===== src/rtl/cache_req_arbiter.sv =====
// Round-robin arbiter that shares one cache controller among NUM_REQ requesters.
// Build macro ARB_TIMEOUT_EN adds a WAIT-state watchdog that aborts after TIMEOUT_CYCLES.
module cache_req_arbiter #(
    parameter int NUM_REQ        = 4,
    parameter int KEY_W          = 16,
    parameter int VAL_W          = 64,
    parameter int TIMEOUT_CYCLES = 1024
) (
    input  logic                     clk,
    input  logic                     rst_n,
    input  logic [NUM_REQ-1:0]       req_valid,
    output logic [NUM_REQ-1:0]       req_ready,
    input  logic [3*NUM_REQ-1:0]     req_op,
    input  logic [KEY_W*NUM_REQ-1:0] req_key,
    input  logic [VAL_W*NUM_REQ-1:0] req_value,
    output logic [NUM_REQ-1:0]       resp_valid,
    input  logic [NUM_REQ-1:0]       resp_ready,
    output logic [VAL_W-1:0]         resp_value,
    output logic                     resp_hit,
    output logic                     resp_err,
    output logic                     ctrl_start,
    output logic [2:0]               ctrl_op,
    output logic [KEY_W-1:0]         ctrl_key,
    output logic [VAL_W-1:0]         ctrl_value,
    input  logic                     ctrl_done,
    input  logic                     ctrl_hit,
    input  logic [VAL_W-1:0]         ctrl_rdata,
    output logic                     ctrl_abort,
    output logic                     busy
);
    localparam int         IDX_W   = $clog2(NUM_REQ);
    localparam logic [2:0] OP_READ = 3'd0;
    localparam logic [2:0] OP_MAX  = 3'd2;

    if (NUM_REQ < 2 || NUM_REQ > 8 || TIMEOUT_CYCLES < 2) begin : g_cfg_check
        $error("cache_req_arbiter: unsupported NUM_REQ or TIMEOUT_CYCLES");
    end

    typedef enum logic [1:0] {
        S_IDLE,
        S_EXECUTE,
        S_WAIT,
        S_COMPLETE
    } state_t;

    state_t           state;
    state_t           state_nxt;
    logic [IDX_W-1:0] last_grant;
    logic [IDX_W-1:0] owner;
    logic [IDX_W-1:0] winner;
    logic             any_req;
    logic             op_illegal;
    logic             timeout_hit;
    logic [2:0]       op_q;
    logic [KEY_W-1:0] key_q;
    logic [VAL_W-1:0] val_q;

    // First requesting index strictly after 'last', wrapping around.
    function automatic logic [IDX_W-1:0] rr_pick(input logic [NUM_REQ-1:0] valid,
                                                 input logic [IDX_W-1:0]   last);
        logic [IDX_W-1:0] pick;
        logic [IDX_W-1:0] idx;
        logic             found;
        int               cand;
        pick  = '0;
        found = 1'b0;
        for (int i = 1; i <= NUM_REQ; i++) begin
            cand = (int'(last) + i) % NUM_REQ;
            idx  = IDX_W'(cand);
            if (!found && valid[idx]) begin
                pick  = idx;
                found = 1'b1;
            end
        end
        return pick;
    endfunction

    assign any_req    = |req_valid;
    assign winner     = rr_pick(req_valid, last_grant);
    assign op_illegal = (op_q > OP_MAX);
    assign busy       = (state != S_IDLE);
    assign ctrl_op    = op_q;
    assign ctrl_key   = key_q;
    assign ctrl_value = val_q;

`ifdef ARB_TIMEOUT_EN
    localparam int CNT_W = $clog2(TIMEOUT_CYCLES);
    logic [CNT_W-1:0] wait_cnt;

    assign timeout_hit = (state == S_WAIT) && !ctrl_done &&
                         (wait_cnt == CNT_W'(TIMEOUT_CYCLES - 1));
    assign ctrl_abort  = timeout_hit;

    // Cleared while in EXECUTE so the first WAIT cycle counts as zero.
    always_ff @(posedge clk or negedge rst_n) begin
        if (!rst_n) begin
            wait_cnt <= '0;
        end else if (state == S_EXECUTE) begin
            wait_cnt <= '0;
        end else if (state == S_WAIT && !ctrl_done) begin
            wait_cnt <= wait_cnt + 1'b1;
        end
    end
`else
    assign timeout_hit = 1'b0;
    assign ctrl_abort  = 1'b0;
`endif

    always_ff @(posedge clk or negedge rst_n) begin
        if (!rst_n) begin
            state <= S_IDLE;
        end else begin
            state <= state_nxt;
        end
    end

    always_comb begin
        state_nxt  = state;
        req_ready  = '0;
        resp_valid = '0;
        ctrl_start = 1'b0;
        case (state)
            S_IDLE: begin
                if (any_req) begin
                    req_ready[winner] = 1'b1;
                    state_nxt         = S_EXECUTE;
                end
            end
            S_EXECUTE: begin
                // Illegal ops skip the controller and report an error directly.
                if (op_illegal) begin
                    state_nxt = S_COMPLETE;
                end else begin
                    ctrl_start = 1'b1;
                    state_nxt  = S_WAIT;
                end
            end
            S_WAIT: begin
                if (ctrl_done || timeout_hit) begin
                    state_nxt = S_COMPLETE;
                end
            end
            S_COMPLETE: begin
                resp_valid[owner] = 1'b1;
                if (resp_ready[owner]) begin
                    state_nxt = S_IDLE;
                end
            end
            default: state_nxt = S_IDLE;
        endcase
    end

    always_ff @(posedge clk or negedge rst_n) begin
        if (!rst_n) begin
            owner      <= '0;
            last_grant <= IDX_W'(NUM_REQ - 1);
            op_q       <= '0;
            key_q      <= '0;
            val_q      <= '0;
            resp_value <= '0;
            resp_hit   <= 1'b0;
            resp_err   <= 1'b0;
        end else begin
            if (state == S_IDLE && any_req) begin
                owner <= winner;
                op_q  <= req_op[int'(winner)*3 +: 3];
                key_q <= req_key[int'(winner)*KEY_W +: KEY_W];
                val_q <= req_value[int'(winner)*VAL_W +: VAL_W];
            end
            if (state == S_EXECUTE && op_illegal) begin
                resp_value <= '0;
                resp_hit   <= 1'b0;
                resp_err   <= 1'b1;
            end
            if (state == S_WAIT) begin
                if (ctrl_done) begin
                    resp_value <= (op_q == OP_READ && ctrl_hit) ? ctrl_rdata : '0;
                    resp_hit   <= ctrl_hit;
                    resp_err   <= 1'b0;
                end else if (timeout_hit) begin
                    resp_value <= '0;
                    resp_hit   <= 1'b0;
                    resp_err   <= 1'b1;
                end
            end
            if (state == S_COMPLETE && resp_ready[owner]) begin
                last_grant <= owner;
            end
        end
    end

endmodule


===== config.mk =====
export PLATFORM = sky130hd
export DESIGN_NAME = cache_req_arbiter
export DESIGN_NICKNAME = d
export VERILOG_FILES = /design/src/rtl/cache_req_arbiter.sv
export SDC_FILE = /design/constraint.sdc
export NUM_CORES = 1
export LEC_CHECK = 0
export CAP_MARGIN = 20
export CORE_AREA = 10 10 213 215
export CTS_CLUSTER_DIAMETER = 120
export DETAILED_ROUTE_END_ITERATION = 10
export DIE_AREA = 0 0 223 225
export PLACE_DENSITY = 0.58
export SYNTH_ARGS = -nofsm -noshare
export SYNTH_HDL_FRONTEND = slang
export SYNTH_SLANG_ARGS = --single-unit

===== constraint.sdc =====
create_clock -name clk -period 2.15 [get_ports clk]
set_input_delay 0.215 -clock clk [delete_from_list [all_inputs] [get_ports clk]]
set_output_delay 0.215 -clock clk [all_outputs]
set_load 0.03 [all_outputs]

# Word-level counts from Yosys, hierarchy flattened
# Index checks and enable logic that the tools add are counted.
# Widths: inputs -> output; s select.
[totals]
regBits = 155
inputBits = 408
output_inout_bits = 160
wordCells = 90
[classes]
add_sub_neg = 4
n_mul = 1
order_cmp = 9
eq_ne = 6
n_shift = 3
muxes = 41
reduce_logical = 17
[ops]
columns = ["cell", "n"]
rows = [
  ["$mux 64", 4],
  ["$shiftx 256x9->64", 1],
  ["$shiftx 64x7->16", 1],
  ["$mux 1", 19],
  ["$lt 2x3->1 const B", 6],
  ["$mux 2", 7],
  ["$mux 4", 3],
  ["$shiftx 12x5->3", 1],
  ["$bmux 1 s2", 5],
  ["$logic_and 1x1->1", 9],
  ["$pmux 2 s4", 1],
  ["$add 2x1->2 const B", 2],
  ["$add 2x2->2 const B", 2],
  ["$demux 1 s2", 2],
  ["$eq 2x2->1 const B", 2],
  ["$ge 2x1->1 const B", 2],
  ["$mul 2x2->4 const B", 1],
  ["$ne 2x2->1 const B", 2],
  ["$reduce_or 4->1", 1],
  ["$gt 3x2->1 const B", 1],
  ["$logic_not 1->1", 3],
  ["$logic_not 3->1", 1],
  ["$reduce_and 3->1", 1],
  ["$eq 2x1->1 const B", 1],
  ["other kinds (3)", 3],
]

# Longest topological paths before layout
[depth]
ltp_word = 19
ltp_mapped = 8
ltp_nobuf = 7

# Least setup slack after synthesis
# Ideal clock, no wire load.
[synth_timing]
path_kind = "register to output"
start = "register state[0]"
end = "output req_ready[2]"
arrival_ns = 1.825
required_ns = 1.935
path_slack_ns = 0.110
stages_incl_launch_ff = 8
path_buffers = 1
cell_sequence = "dfrtp_1 inv_1 ha_1 inv_1 nor2_1 nand2_1 clkbuf_1 nor2_1"
[synth_between]
elab_chain_cells = 2
[synth_rtl]
columns = ["item", "line_no", "rtl"]
rows = [
  ["start, declared", "46", "state_t state;"],
  ["start signal, assigned", "113", "state <= state_nxt;"],
  ["$logic_not 2->1", "122", "case (state)"],
  ["$mux 4", "122", ""],
  ["end, declared", "12", "output logic [NUM_REQ-1:0] req_ready,"],
]
# No other way between the ends.

# Worst setup path after layout
[layout_timing]
start = "register last_grant[1]"
end = "output req_ready[2]"
[layout_between]
elab_chain_cells = 19
elab_cells_between_ends = 32
classes_between = "add/sub (4); order compare (2); mux (19); reduce/logical (7)"
[layout_rtl]
columns = ["item", "line_no", "rtl"]
rows = [
  ["start, declared", "48", "logic [IDX_W-1:0] last_grant;"],
  ["start signal, assigned", "156", "last_grant <= IDX_W'(NUM_REQ - 1);"],
  ["start signal, assigned", "187", "last_grant <= owner;"],
  ["$add 2x1->2", "68", "cand = (int'(last) + i) % NUM_REQ;"],
  ["$bmux 1 s2", "70", "if (!found && valid[idx]) begin"],
  ["$mux 1 (not written as such)", "70", ""],
  ["$mux 1", "70", ""],
  ["$logic_not 1->1", "70", ""],
  ["$logic_and 1x1->1", "70", ""],
  ["$mux 1", "70", ""],
  ["$logic_not 1->1", "70", ""],
  ["[... 3 more ...]", "-", ""],
  ["$logic_and 1x1->1", "70", ""],
  ["$mux 2 (*)", "70", ""],
  ["$lt 2x3->1 (not written as such) / $ge 2x1->1 (equally long branches)", "125", "req_ready[winner] = 1'b1;"],
  ["$logic_and 1x1->1 (not written as such)", "125", ""],
  ["$mux 1 (not written as such)", "125", ""],
  ["$demux 1 s2 (*)", "125", ""],
  ["$mux 4 (*)", "124", "if (any_req) begin"],
  ["$mux 4 (*)", "122", ""],
]
# Every way passes the cells marked *; elsewhere a longest branch is shown, timed or not. The select of a mux whose other input is x is not followed.

==> metrics <==
Final period util 102.5%; DR pass1 iterations 4; most frequent cells in the layout clkdlybuf4s50_1, dfrtp_1, mux2i_1, nand2_1, o221ai_1; failing checks negative setup slack; area grow syn2layout 92.14%; P_leak 6.773 nW; vias in the first global route 9058; Comb pwr share 59.4%; grt ovf 0; Mapped Nets 1086; n_diodes 0; first-pass GRT wire length 60.75 mm; number of fill cells in the layout 4124; IO Count 568; chip height 225 um; Avg Inst Size Synth 12.00 sq um; via count 8167; Initial Util 19.54%; GRT Overall Usage 15.95%; share of cells above drive strength 1 11.42%; Final Slew Violations 0; Die ar. 50180 sq um; commonest non-fill, non-tap cell in the layout clkdlybuf4s50_1; Die W 223 um; CTS tree built; PortBufs 566; CP Class reg -> out; final WL 41.72 mm; sequential fraction of the synthesis area 47.99%; final hold viol count 0; P per Cell Area 1261 nW/um^2; Core Region 41380 sq um; CTS buffer count 17; Setup crit end kind output pin; final antenna-violating net count 0; post-route clock skew 0.01449 ns; clock buffer depth 2; root buf cell clkbuf_16; register bit total from synthesis 155; RSZ-0062 raised after global routing yes; Storage cell area 3881 sq um; crit path DAT 1.99 ns; # setup viols final 11; largest net degree at the start of global routing 65; cell count after synthesis 674; Required @ worst endpoint 1.93 ns; Clock transition at path regs 0.07 ns; initial antenna violation count 2; part of the power in registers 24.6%; Ys Warns 0; clk_lat worst skew 0.46 ns; clock group share of total power 16.0%; Worst VDD drop 0.7305 mV; synth unique cells 35; clk sink count 155; min Tclk post-route 2.205 ns; DRT iter0 DRCs 317; row count 75; Psw 8.395 mW; Final Worst Setup Slack -0.05472 ns; routability congestion estimate 0.7988; element type at the critical path start register; vias per cell 4.495; Max FO, Critical Path 4; final setup TNS -0.2430 ns; Power Total 19.60 mW; highest clock rate 453.6 MHz; per-cell routed wire length 22.96 um; Mapped Area 8088 sq um; area occupied by multi-input gates 3885 sq um; hpwl dp 32.26 mm; DRC Markers 0; Worst Hold Class in -> async; Int Pwr 11.20 mW; status finished with violations; max cap viols 0; Nets 1677; H-tree depth 4; switching portion of total power 42.84%
[path summary, 6_finish.rpt]
check / start / to / slack (ns) / cells past startpoint
worst min-delay path: rst_n / resp_value[1] / 0.25 / 2
min in group clk: ctrl_rdata[29] / resp_value[29] / 0.35 / 2
worst max register to register: last_grant[1] / ctrl_value[32] / -0.03 / 9
worst max-delay path: last_grant[1] / req_ready[2] / -0.05 / 6
worst min register to register: ctrl_value[1] / ctrl_value[1] / 0.49 / 2
max in group asynchronous: rst_n / ctrl_value[22] / 1.25 / 3
[routing by layer]
| layer | vias to the layer above | share of wire (%) | routed length [um] | GRT usage, % |
|---|---|---|---|---|
| met5 | - | 0.036 | 15 | 0 |
| met4 | 2 | 2.1 | 869 | 5.166 |
| met3 | 44 | 10 | 4303 | 7.406 |
| met2 | 398 | 49 | 20320 | 26.67 |
| met1 | 3965 | 39 | 16220 | 17.61 |
| li1 | 3758 | - | - | - |
[cells in the mapped netlist (all sizes together)]
| master | count | area [sq um] |
|---|---|---|
| nand2b | 5 | 31.28 |
| nand3 | 1 | 5.000 |
| and3 | 3 | 18.77 |
| ha | 4 | 50.05 |
| and2b | 1 | 7.510 |
| a21o | 1 | 7.510 |
| nor2 | 7 | 26.28 |
| o21a | 1 | 7.510 |
| nor4 | 2 | 27.53 |
| clkbuf | 18 | 67.56 |
| o31ai | 2 | 15.01 |
| and2 | 1 | 6.260 |
| a22o | 64 | 560.5 |
| a21oi | 6 | 30.03 |
| mux2 | 3 | 33.78 |
| o221ai | 84 | 742.0 |
| dfrtp | 153 | 3829 |
| dfstp | 2 | 52.55 |
| conb | 1 | 3.750 |
| inv | 5 | 18.77 |
| nor3 | 1 | 5.000 |
| nor2b | 2 | 12.51 |
| nand2 | 95 | 356.6 |
| bufbuf | 7 | 131.4 |
| mux2i | 167 | 1672 |
| mux4 | 1 | 22.52 |
| buf | 34 | 331.6 |
| a31oi | 1 | 6.260 |
| o21ai | 2 | 10.00 |
[per-stage QoR]
step	util [%]	setup WS, ns	cells	hold WS (ns)	instance area [sq um]
2_1_floorplan	-	0.1096	674	-0.08059	8088
3_3_place_gp	35.07	-0.2022	1772	0.1897	14510
3_5_place_dp	35.07	-0.2187	1772	0.1920	14510
4_1_cts	37.10	-0.1003	1813	0.2428	15350
5_1_grt	37.55	-0.1554	1817	0.2858	15540
6_report	37.55	-0.05472	1817	0.2537	15540
[flip-flops by register name, indices dropped and copies added, names as in the netlist]
register	count
state	2
ctrl_key	16
owner	2
last_grant	2
resp_hit	1
resp_err	1
ctrl_value	64
resp_value	64
ctrl_op	3
[power by group through the flow]
stage / logic, mW / registers (mW) / clock network (mW)
floorplan: 4.26 / 6.90 / 0
global placement: 11.0 / 4.83 / 0
detailed placement: 11.2 / 4.84 / 0
CTS: 11.5 / 4.83 / 3.24
global route: 12.4 / 4.98 / 3.35
finish: 11.6 / 4.83 / 3.14
[critical path: stages, from the launching register on]
cell and delay (ns):
dfstp_2 0.60, mux2i_4 0.26, o221ai_4 0.16, buf_12 0.16, buf_12 0.12, nor2_4 0.09
buf_6 0.14
[repair_timing]
| item | CTS | global route |
|---|---|---|
| gates cloned | 1 | 3 |
| endpoints found under the hold margin | 40 | 0 |
| buffers inserted | 7 | 1 |
| hold buffers | 1 | 0 |
| pin swaps | 11 | 5 |
| endpoints found under the setup margin | 10 | 89 |
| resized for setup | 43 | 31 |
[cells by family after synthesis]
group           synth area share [%]
mux                            21.36
compound gates                 17.05
fa+ha+maj                     0.6188
buf+inv                        6.791
other cells                  0.04637
flops                          47.99
simple gates                   6.142
[area by class of cell]
class,instances,area share (%)
repair buffers,631,41.79
multi-input cells,455,25.00
flip-flops and latches,155,24.98
well taps,539,4.340
clock buffers,19,2.850
clock inverters,13,0.9098
inverters,5,0.1369
No activity file was read; power rests on OpenSTA's default activity.
